### src/rtl/merger_output_writer.sv
// merger_output_writer
//   Write-back end of the merge sorter. Drains one sorted chunk from a
//   stream and writes it to working memory at consecutive addresses through
//   a single-cycle write port. Pulses done once the whole chunk is committed
//   and flags chunks whose tlast position disagrees with chunk_size.
//
// Ports
//   clock, reset          rising-edge clock, synchronous active-high reset
//   start                 one-cycle chunk request (only honoured in IDLE)
//   chunk_size            beats to write, clamped to MAX_SORT_LENGTH
//   chunk_base_address    first write address
//   input_data_*          stream slave: valid/ready/data/tlast
//   write_addr/data/enable registered single-cycle write port
//   busy                  high while a chunk is in WRITE or FINISH
//   done                  one-cycle completion pulse
//   length_error          sticky tlast/size mismatch, cleared by accepted start
module merger_output_writer #(
    parameter int DATA_WIDTH      = 32,
    parameter int MAX_SORT_LENGTH = 32
) (
    input  logic                  clock,
    input  logic                  reset,
    input  logic                  start,
    input  logic [15:0]           chunk_size,
    input  logic [15:0]           chunk_base_address,
    input  logic                  input_data_valid,
    output logic                  input_data_ready,
    input  logic [DATA_WIDTH-1:0] input_data_data,
    input  logic                  input_data_tlast,
    output logic [15:0]           write_addr,
    output logic [DATA_WIDTH-1:0] write_data,
    output logic                  write_enable,
    output logic                  busy,
    output logic                  done,
    output logic                  length_error
);

    localparam logic [15:0] MAX_LEN = 16'(MAX_SORT_LENGTH);

    typedef enum logic [1:0] {
        IDLE   = 2'd0,
        WRITE  = 2'd1,
        FINISH = 2'd2
    } state_t;

    state_t      state, state_n;
    logic [15:0] base_q;
    logic [15:0] size_q;
    logic [15:0] count_q;
    logic [15:0] size_clamped;
    logic        handshake;
    logic        last_beat;
    logic        accept_start;

    assign size_clamped = (chunk_size > MAX_LEN) ? MAX_LEN : chunk_size;
    assign accept_start = (state == IDLE) && start;

    // ready is a pure state decode so it never combinationally depends on valid
    assign input_data_ready = (state == WRITE);
    assign busy             = (state != IDLE);
    assign handshake        = input_data_valid && input_data_ready;
    // Only evaluated in WRITE, where size_q is never zero
    assign last_beat        = (count_q == size_q - 16'd1);

    always_ff @(posedge clock) begin
        if (reset) state <= IDLE;
        else       state <= state_n;
    end

    always_comb begin
        state_n = state;
        case (state)
            IDLE:    if (start) state_n = (size_clamped == 16'd0) ? FINISH : WRITE;
            WRITE:   if (handshake && last_beat) state_n = FINISH;
            FINISH:  state_n = IDLE;
            default: state_n = IDLE;
        endcase
    end

    always_ff @(posedge clock) begin
        if (reset) begin
            base_q       <= '0;
            size_q       <= '0;
            count_q      <= '0;
            write_addr   <= '0;
            write_data   <= '0;
            write_enable <= 1'b0;
            done         <= 1'b0;
            length_error <= 1'b0;
        end else begin
            write_enable <= handshake;
            // done trails FINISH by one cycle, i.e. one cycle after the last write
            done         <= (state == FINISH);
            if (accept_start) begin
                base_q       <= chunk_base_address;
                size_q       <= size_clamped;
                count_q      <= '0;
                length_error <= 1'b0;
            end
            if (handshake) begin
                write_addr <= base_q + count_q;  // wraps mod 2^16
                write_data <= input_data_data;
                count_q    <= count_q + 16'd1;
                // Early tlast and missing tlast both flag; the beat is still written
                if (input_data_tlast != last_beat) length_error <= 1'b1;
            end
        end
    end

endmodule
### config.mk
export PLATFORM = sky130hd
export DESIGN_NAME = merger_output_writer
export DESIGN_NICKNAME = d
export VERILOG_FILES = /design/src/rtl/merger_output_writer.sv
export SDC_FILE = /design/constraint.sdc
export NUM_CORES = 1
export LEC_CHECK = 0
export BUFFER_PORTS_ARGS = -buffer_cell sky130_fd_sc_hd__buf_4
export CAP_MARGIN = 40
export CORE_MARGIN = 8
export CORE_UTILIZATION = 52
export CTS_BUF_LIST = sky130_fd_sc_hd__clkbuf_16
export CTS_CLUSTER_SIZE = 24
export DETAILED_ROUTE_END_ITERATION = 16
export HOLD_SLACK_MARGIN = 0.06
export PLACE_DENSITY_LB_ADDON = 0.05
export SLEW_MARGIN = 30
export SYNTH_ARGS = -nofsm -noshare
export SYNTH_HDL_FRONTEND = slang
export SYNTH_SLANG_ARGS = --single-unit
### constraint.sdc
create_clock -name clock -period 3 [get_ports clock]
set_input_delay 0.3 -clock clock [delete_from_list [all_inputs] [get_ports clock]]
set_output_delay 0.3 -clock clock [all_outputs]
set_load 0.02 [all_outputs]
==> results of run 1 <==
-- stage by stage --
stage | util [%] | cells | power (mW) | setup WS [ps] | cell area [sq um]
5_1_grt | 67.7 | 856 | 3.12 | 83.1 | 6260
2_1_floorplan | - | 616 | 1.62 | 648 | 4950
4_1_cts | 67.7 | 856 | 3.04 | 300 | 6260
6_report | 67.7 | 856 | 3.01 | 270 | 6260
3_5_place_dp | 64.3 | 840 | 1.78 | 295 | 5940
3_3_place_gp | 64.3 | 840 | 1.77 | 457 | 5940
-- layout make-up --
cell class,count,area (sq um),share of cell area (%)
clock buffer,9,225,3.60
clock inverter,7,97.6,1.56
inverter,12,45.0,0.720
multi-input combinational,471,2760,44.0
sequential,101,2020,32.3
tap,129,161,2.58
timing repair buffer,127,953,15.2
-- power by group through the flow --
stage	logic, mW	clock network (mW)	registers [mW]
floorplan	0.161	0	1.46
detailed placement	0.346	0	1.44
finish	0.346	1.26	1.40
CTS	0.348	1.29	1.40
global route	0.381	1.33	1.41
global placement	0.338	0	1.43
-- metal layers --
metal  GRT usage, %  share of wire [%]  wire (um)  up-vias
met1           24.5                 44       5810     2172
met5              0                  0          0        -
met2           36.1                 49       6540      115
met3           5.55                5.2        695       21
li1               -                  -          -     2374
met4           6.84                1.9        252        0
-- synthesized netlist by cell type, drive strengths merged, types with 3 or more instances --
library cell / instances / share of area (%)
nand2: 126 / 9.6
dfxtp: 101 / 41
a21oi: 77 / 7.8
nor2: 45 / 3.4
clkbuf: 25 / 1.9
nor3: 20 / 2.0
o21ai: 19 / 1.9
ha: 17 / 4.3
nand3: 17 / 1.7
and2: 14 / 1.8
a211oi: 13 / 2.1
inv: 12 / 0.91
xnor2: 12 / 2.1
xor2: 10 / 1.8
nor4: 9 / 1.9
o21a: 8 / 1.2
and3: 7 / 0.89
buf: 7 / 0.71
a22oi: 6 / 0.91
nor2b: 6 / 0.76
nand3b: 5 / 0.76
nand4: 5 / 0.63
mux2: 4 / 0.91
or3: 4 / 0.51
or4: 4 / 0.76
a21o: 3 / 0.46
a31oi: 3 / 0.38
and4: 3 / 0.53
nor3b: 3 / 0.68
-- path summary, 6_finish.rpt --
check	cells after the start	to	from
hold reg to reg	1	done$_SDFF_PP0_	state[0]$_SDFFE_PP0P_
setup reg to reg	10	write_addr[12]$_SDFFE_PP0P_	count_q[0]$_SDFFE_PP0P_
setup / recovery	10	write_addr[12]$_SDFFE_PP0P_	count_q[0]$_SDFFE_PP0P_
hold / removal	3	write_data[1]$_SDFFE_PP0P_	input_data_data[1]
-- worst max-delay path, delay by kind of cell, from the launching register on --
family	cells	cell delay [ps]
flops	1	440
compound gates	6	1340
simple gates	1	210
fa+ha+maj	2	620
buf+inv	1	60
-- sequential cells by signal, indices dropped and copies added (netlist names) --
register	count
base_q	16
count_q	16
done	1
length_error	1
size_q	16
state	2
write_addr	16
write_data	32
write_enable	1
-- cell families after synthesis --
| group | count (synthesis) | synth area share (%) |
|---|---|---|
| buffers and inverters | 44 | 3.52 |
| adders and majority gates | 18 | 4.70 |
| and+or+nand+nor | 277 | 27.6 |
| AOI/OAI and AO/OA | 150 | 18.5 |
| muxes | 4 | 0.910 |
| DFF | 101 | 40.9 |
| xor gates and xnor gates | 22 | 3.89 |
==> qor.txt, run 1 <==
Outcome = complete, no violations
Vias in the first global route = 4692
Starting density of the core = 53.5%
Fin Setup TNS = 0 ps
Fillers = 776
Post-DR vias/cell = 5.47
RSZ-0062 raised after global routing = no
Antenna viol nets, final = 0
Die ar. = 12900 sq um
Reg2reg setup slack = 270 ps
Final period util = 91.0%
Placement Rows = 35
# nets final = 809
CP max stage delay = 450 ps
Sequential fraction of the synthesis area = 40.9%
Die height = 114 um
Commonest non-fill, non-tap cell in the layout = buf_4
Root buffer cell = clkbuf_16
Count of input and output buffers = 121
CTS sink cnt = 101
Post-synthesis cell area = 4950 sq um
CTS buffer count = 9
Clock Skew = 4.74 ps
Worst-margin pin slew = 722 ps
Power density cells = 481 nW/um^2
Clock Path Buffers = 2
Relative slew slack = 51.4%
Most frequent cells in the layout = buf_4 (127), nand2_1 (125), dfxtp_1 (101)
Data required, critical path = 3300 ps
Final slew viol count = 0
Layout area overhead = 26.5%
Die W = 114 um
CP max FO = 6
Gate power share = 11.5%
Final number of hold-violating endpoints = 0
1st-pass router iterations = 4
Net Sw Frac = 24.7%
Sequential share of power = 46.6%
# Post-CTS Setup Buffers = 0
CP max-delay cell = a2111oi_0
H-tree depth = 3
First-pass GRT wire length = 22200 um
Final GP Congestion = 0.882
#FFs+latches synth = 101
Syn_nets = 703
Critical path cell sequence = ha_1, inv_1, fa_1, nor2b_1, o31a_1, o21ai_0, a31oi_1, o21ai_0, a2111oi_0, a311o_1
Cell mode on critical path = o21ai_0
# setup viols final = 0
Post-Syn Instances = 616
Gr ovfl total = 0
Iter 0 DRT Violations = 201
Tmin final = 2730 ps
Pin count of the biggest net entering global routing = 65
Post_cts resized = 0
Clock share of power = 41.9%
Ports = 122
CP Launch Type = register
EDFF count, synth = 0
Yosys cell types = 60
Pint = 2.27 mW
Avg Cell Area, Syn = 8.03 sq um
Worst VDD drop = 394 uV
Antenna diodes = 0
Synth Flop Type = dfxtp_1
Clk slew on worst S/H paths = 70 ps
WL per Instance = 15.5 um
CP Capture Type = register
Switching Power = 0.745 mW
Hold_ws = 191 ps
Layout cells sized above 1 = 21.9%
Hold buffer count at cts = 0
Total track usage = 20.9%
Hold WC Path Type = in -> reg
Total of max-cap violations = 0
CTS tree = yes
Syn. warnings = 0
Fmax = 0.366 GHz
HPWL after detailed placement = 9720 um
Final wirelength = 13300 um
Clock Latency Late Sink = 350 ps
DR vias = 4682
Crit path DAT = 3030 ps
Initial antenna violation count = 0
Asr flop ratio synth = 0%
DR DRC count = 0
CP Class = reg -> reg
Core box area = 9240 sq um
LEAKAGE = 2.60 nW
No activity file was read; power rests on OpenSTA's default activity.
==> run 2, diff against run 1 <==
--- a/config.mk
+++ b/config.mk
@@ -8,12 +8,13 @@
 export BUFFER_PORTS_ARGS = -buffer_cell sky130_fd_sc_hd__buf_4
 export CAP_MARGIN = 40
 export CORE_MARGIN = 8
-export CORE_UTILIZATION = 52
+export CORE_UTILIZATION = 48
 export CTS_BUF_LIST = sky130_fd_sc_hd__clkbuf_16
 export CTS_CLUSTER_SIZE = 24
 export DETAILED_ROUTE_END_ITERATION = 16
 export HOLD_SLACK_MARGIN = 0.06
 export PLACE_DENSITY_LB_ADDON = 0.05
+export SKIP_LAST_GASP = 1
 export SLEW_MARGIN = 30
 export SYNTH_ARGS = -nofsm -noshare
 export SYNTH_HDL_FRONTEND = slang
==> constraint.sdc (replaced) <==
create_clock -name clock -period 2.3 [get_ports clock]
set_input_delay 0.23 -clock clock [delete_from_list [all_inputs] [get_ports clock]]
set_output_delay 0.23 -clock clock [all_outputs]
set_load 0.02 [all_outputs]
==> qor.txt, run 2 (synthesized netlist as in run 1, its figures left out) <==
Most frequent cells in the layout = buf_4 (159), nand2_1 (125), dfxtp_1 (94) (was buf_4 (127), nand2_1 (125), dfxtp_1 (101))
CP max-delay cell = or3b_4 (was a2111oi_0)
Root buffer cell = clkbuf_16 (unchanged)
Commonest non-fill, non-tap cell in the layout = buf_4 (unchanged)
Count of input and output buffers = 121 (unchanged)
Crit. Startpoint = size_q[0]$_SDFFE_PP0P_ (was count_q[0]$_SDFFE_PP0P_)
1st-pass router iterations = 5 (was 4)
Layout cells sized above 1 = 28.9% (was 21.9%)
Outcome = complete, no violations (unchanged)
Die ar. = 13800 sq um (was 12900 sq um)
Critical path's top delay family = simple AND/OR/NAND/NOR gates (was compound AO/OA/AOI/OAI gates)
H-tree depth = 3 (unchanged)
Reg-to-reg critical path startpoint = size_q[0]$_SDFFE_PP0P_ (was count_q[0]$_SDFFE_PP0P_)
Die W = 118 um (was 114 um)
Starting density of the core = 48.6% (was 53.5%)
CP Launch Type = register (unchanged)
Relative slew slack = 60.5% (was 51.4%)
Core box area = 10200 sq um (was 9240 sq um)
Final slew viol count = 0 (unchanged)
Pin count of the biggest net entering global routing = 47 (was 65)
Iter 0 DRT Violations = 286 (was 201)
Final wirelength = 13900 um (was 13300 um)
Power density cells = 569 nW/um^2 (was 481 nW/um^2)
LEAKAGE = 2.77 nW (was 2.60 nW)
Worst Path Buf+Inv = 1 (unchanged)
Layout area overhead = 33.9% (was 26.5%)
First-pass GRT wire length = 22900 um (was 22200 um)
Crit Reg-Reg Endpoint = length_error$_SDFF_PP0_ (was write_addr[12]$_SDFFE_PP0P_)
Power Total = 3.77 mW (was 3.01 mW)
Final period util = 97.8% (was 91.0%)
Clock Latency Late Sink = 350 ps (about the same)
Ports = 122 (unchanged)
Levels on crit path = 9 (was 10)
Critical Path End = length_error$_SDFF_PP0_ (was write_addr[12]$_SDFFE_PP0P_)
Worst VDD drop = 319 uV (was 394 uV)
Placement Rows = 37 (was 35)
Reg2reg setup slack = 50 ps (was 270 ps)
CP max FO = 4 (was 6)
Vias in the first global route = 4695 (was 4692)
Reg2reg path depth = 9 (was 10)
Gr ovfl total = 0 (unchanged)
Data required, critical path = 2530 ps (was 3300 ps)
Fmax = 0.445 GHz (was 0.366 GHz)
Die height = 118 um (was 114 um)
DR vias = 4824 (was 4682)
DR DRC count = 0 (unchanged)
CTS tree = yes (unchanged)
Hold WC Path Type = in -> reg (unchanged)
Post-DR vias/cell = 5.39 (was 5.47)
Critical path cell sequence = inv_1, ha_4, or3b_4, nor4b_4, xnor2_1, nand4_1, a211oi_4, a21oi_1, a221o_1 (was ha_1, inv_1, fa_1, nor2b_1, o31a_1, o21ai_0, a31oi_1, o21ai_0, a2111oi_0, a311o_1)
Non-filler cells, final = 895 (was 856)
# nets final = 841 (was 809)
Max reg flops = 32 (unchanged)
Clock Path Buffers = 2 (unchanged)
Antenna viol nets, final = 0 (unchanged)
# setup viols final = 0 (unchanged)
CP Capture Type = register (unchanged)
CP max stage delay = 420 ps (was 450 ps)
CTS sink cnt = 101 (unchanged)
Clk slew on worst S/H paths = 70 ps (about the same)
Initial antenna violation count = 0 (unchanged)
Reg with most FFs = write_data (unchanged)
Tmin final = 2250 ps (was 2730 ps)
Antenna diodes = 0 (unchanged)
Final number of hold-violating endpoints = 0 (unchanged)
CTS buffer count = 9 (unchanged)
Clock Skew = 9.96 ps (was 4.74 ps)
Total track usage = 19.7% (was 20.9%)
Worst-margin pin slew = 591 ps (was 722 ps)
# placed instances = 874 (was 840)
Crit path DAT = 2480 ps (was 3030 ps)
HPWL after detailed placement = 10300 um (was 9720 um)
Total of max-cap violations = 0 (unchanged)
CP Class = reg -> reg (unchanged)
Final GP Congestion = 0.905 (was 0.882)
RSZ-0062 raised after global routing = yes (was no)
WL per Instance = 15.6 um (was 15.5 um)
[run 2: metrics by stage]
step / utilization [%] / instance area (sq um) / TNS [ps] / setup WS [ps] / hold WS (ps)
after floorplan: - / 4950 / 0 / 3.82 / 314
after global placement: 60.4 / 6150 / 0 / 35.6 / 425
after detailed placement: 60.4 / 6150 / -114 / -53.1 / 445
after CTS: 63.6 / 6480 / -26.7 / -14.5 / 116
after global routing: 65.0 / 6620 / -80.3 / -42.1 / 113
final: 65.0 / 6620 / 0 / 50.9 / 121
[run 2: worst min path at each step]
stage                               start                          end  cells past startpoint
floorplan                           reset      write_enable$_SDFF_PP0_                      1
global placement    state[0]$_SDFFE_PP0P_              done$_SDFF_PP0_                      1
detailed placement  state[0]$_SDFFE_PP0P_              done$_SDFF_PP0_                      1
CTS                   input_data_data[12]  write_data[12]$_SDFFE_PP0P_                      3
global route           input_data_data[0]   write_data[0]$_SDFFE_PP0P_                      3
finish              chunk_base_address[5]       base_q[5]$_SDFFE_PP0P_                      3
[run 2: final cells by class]
class,count,area (sq um)
Clock buffer,9,225
Tap cell,136,170
Inverter,12,45.0
Fill cell,884,3560
Multi-Input combinational cell,471,2900
Sequential cell,101,2030
Clock inverter,7,60.1
Timing Repair Buffer,159,1190
[run 2: metal layers]
metal	vias up	global-route usage (%)	share of wire, %
met4	0	6.73	1.6
met2	131	33.0	49
met5	-	0	0
li1	2443	-	-
met3	22	4.56	6.1
met1	2228	24.3	43
[run 2: what timing repair did]
item / CTS / global route
cloned: 0 / 0
buffers inserted: 3 / 3
hold buffers: 0 / 0
resized for setup: 9 / 35
setup endpoints to repair: 3 / 9
pin swaps: 4 / 24
[run 2: worst register-to-register path, delay by kind of cell, from the launching register on]
kind / cells / cell delay (ps)
AOI/OAI and AO/OA: 3 / 570
xor gates and xnor gates: 1 / 150
buffers and inverters: 1 / 90
adders and majority gates: 1 / 140
DFF: 1 / 340
and+or+nand+nor: 3 / 830
[run 2: power by group]
group          internal [mW]  total, mW  switching (mW)  leakage (nW)
sequential              1.80       1.83          0.0332         0.823
combinational          0.213      0.474           0.261          1.80
clock                  0.750       1.46           0.714         0.139
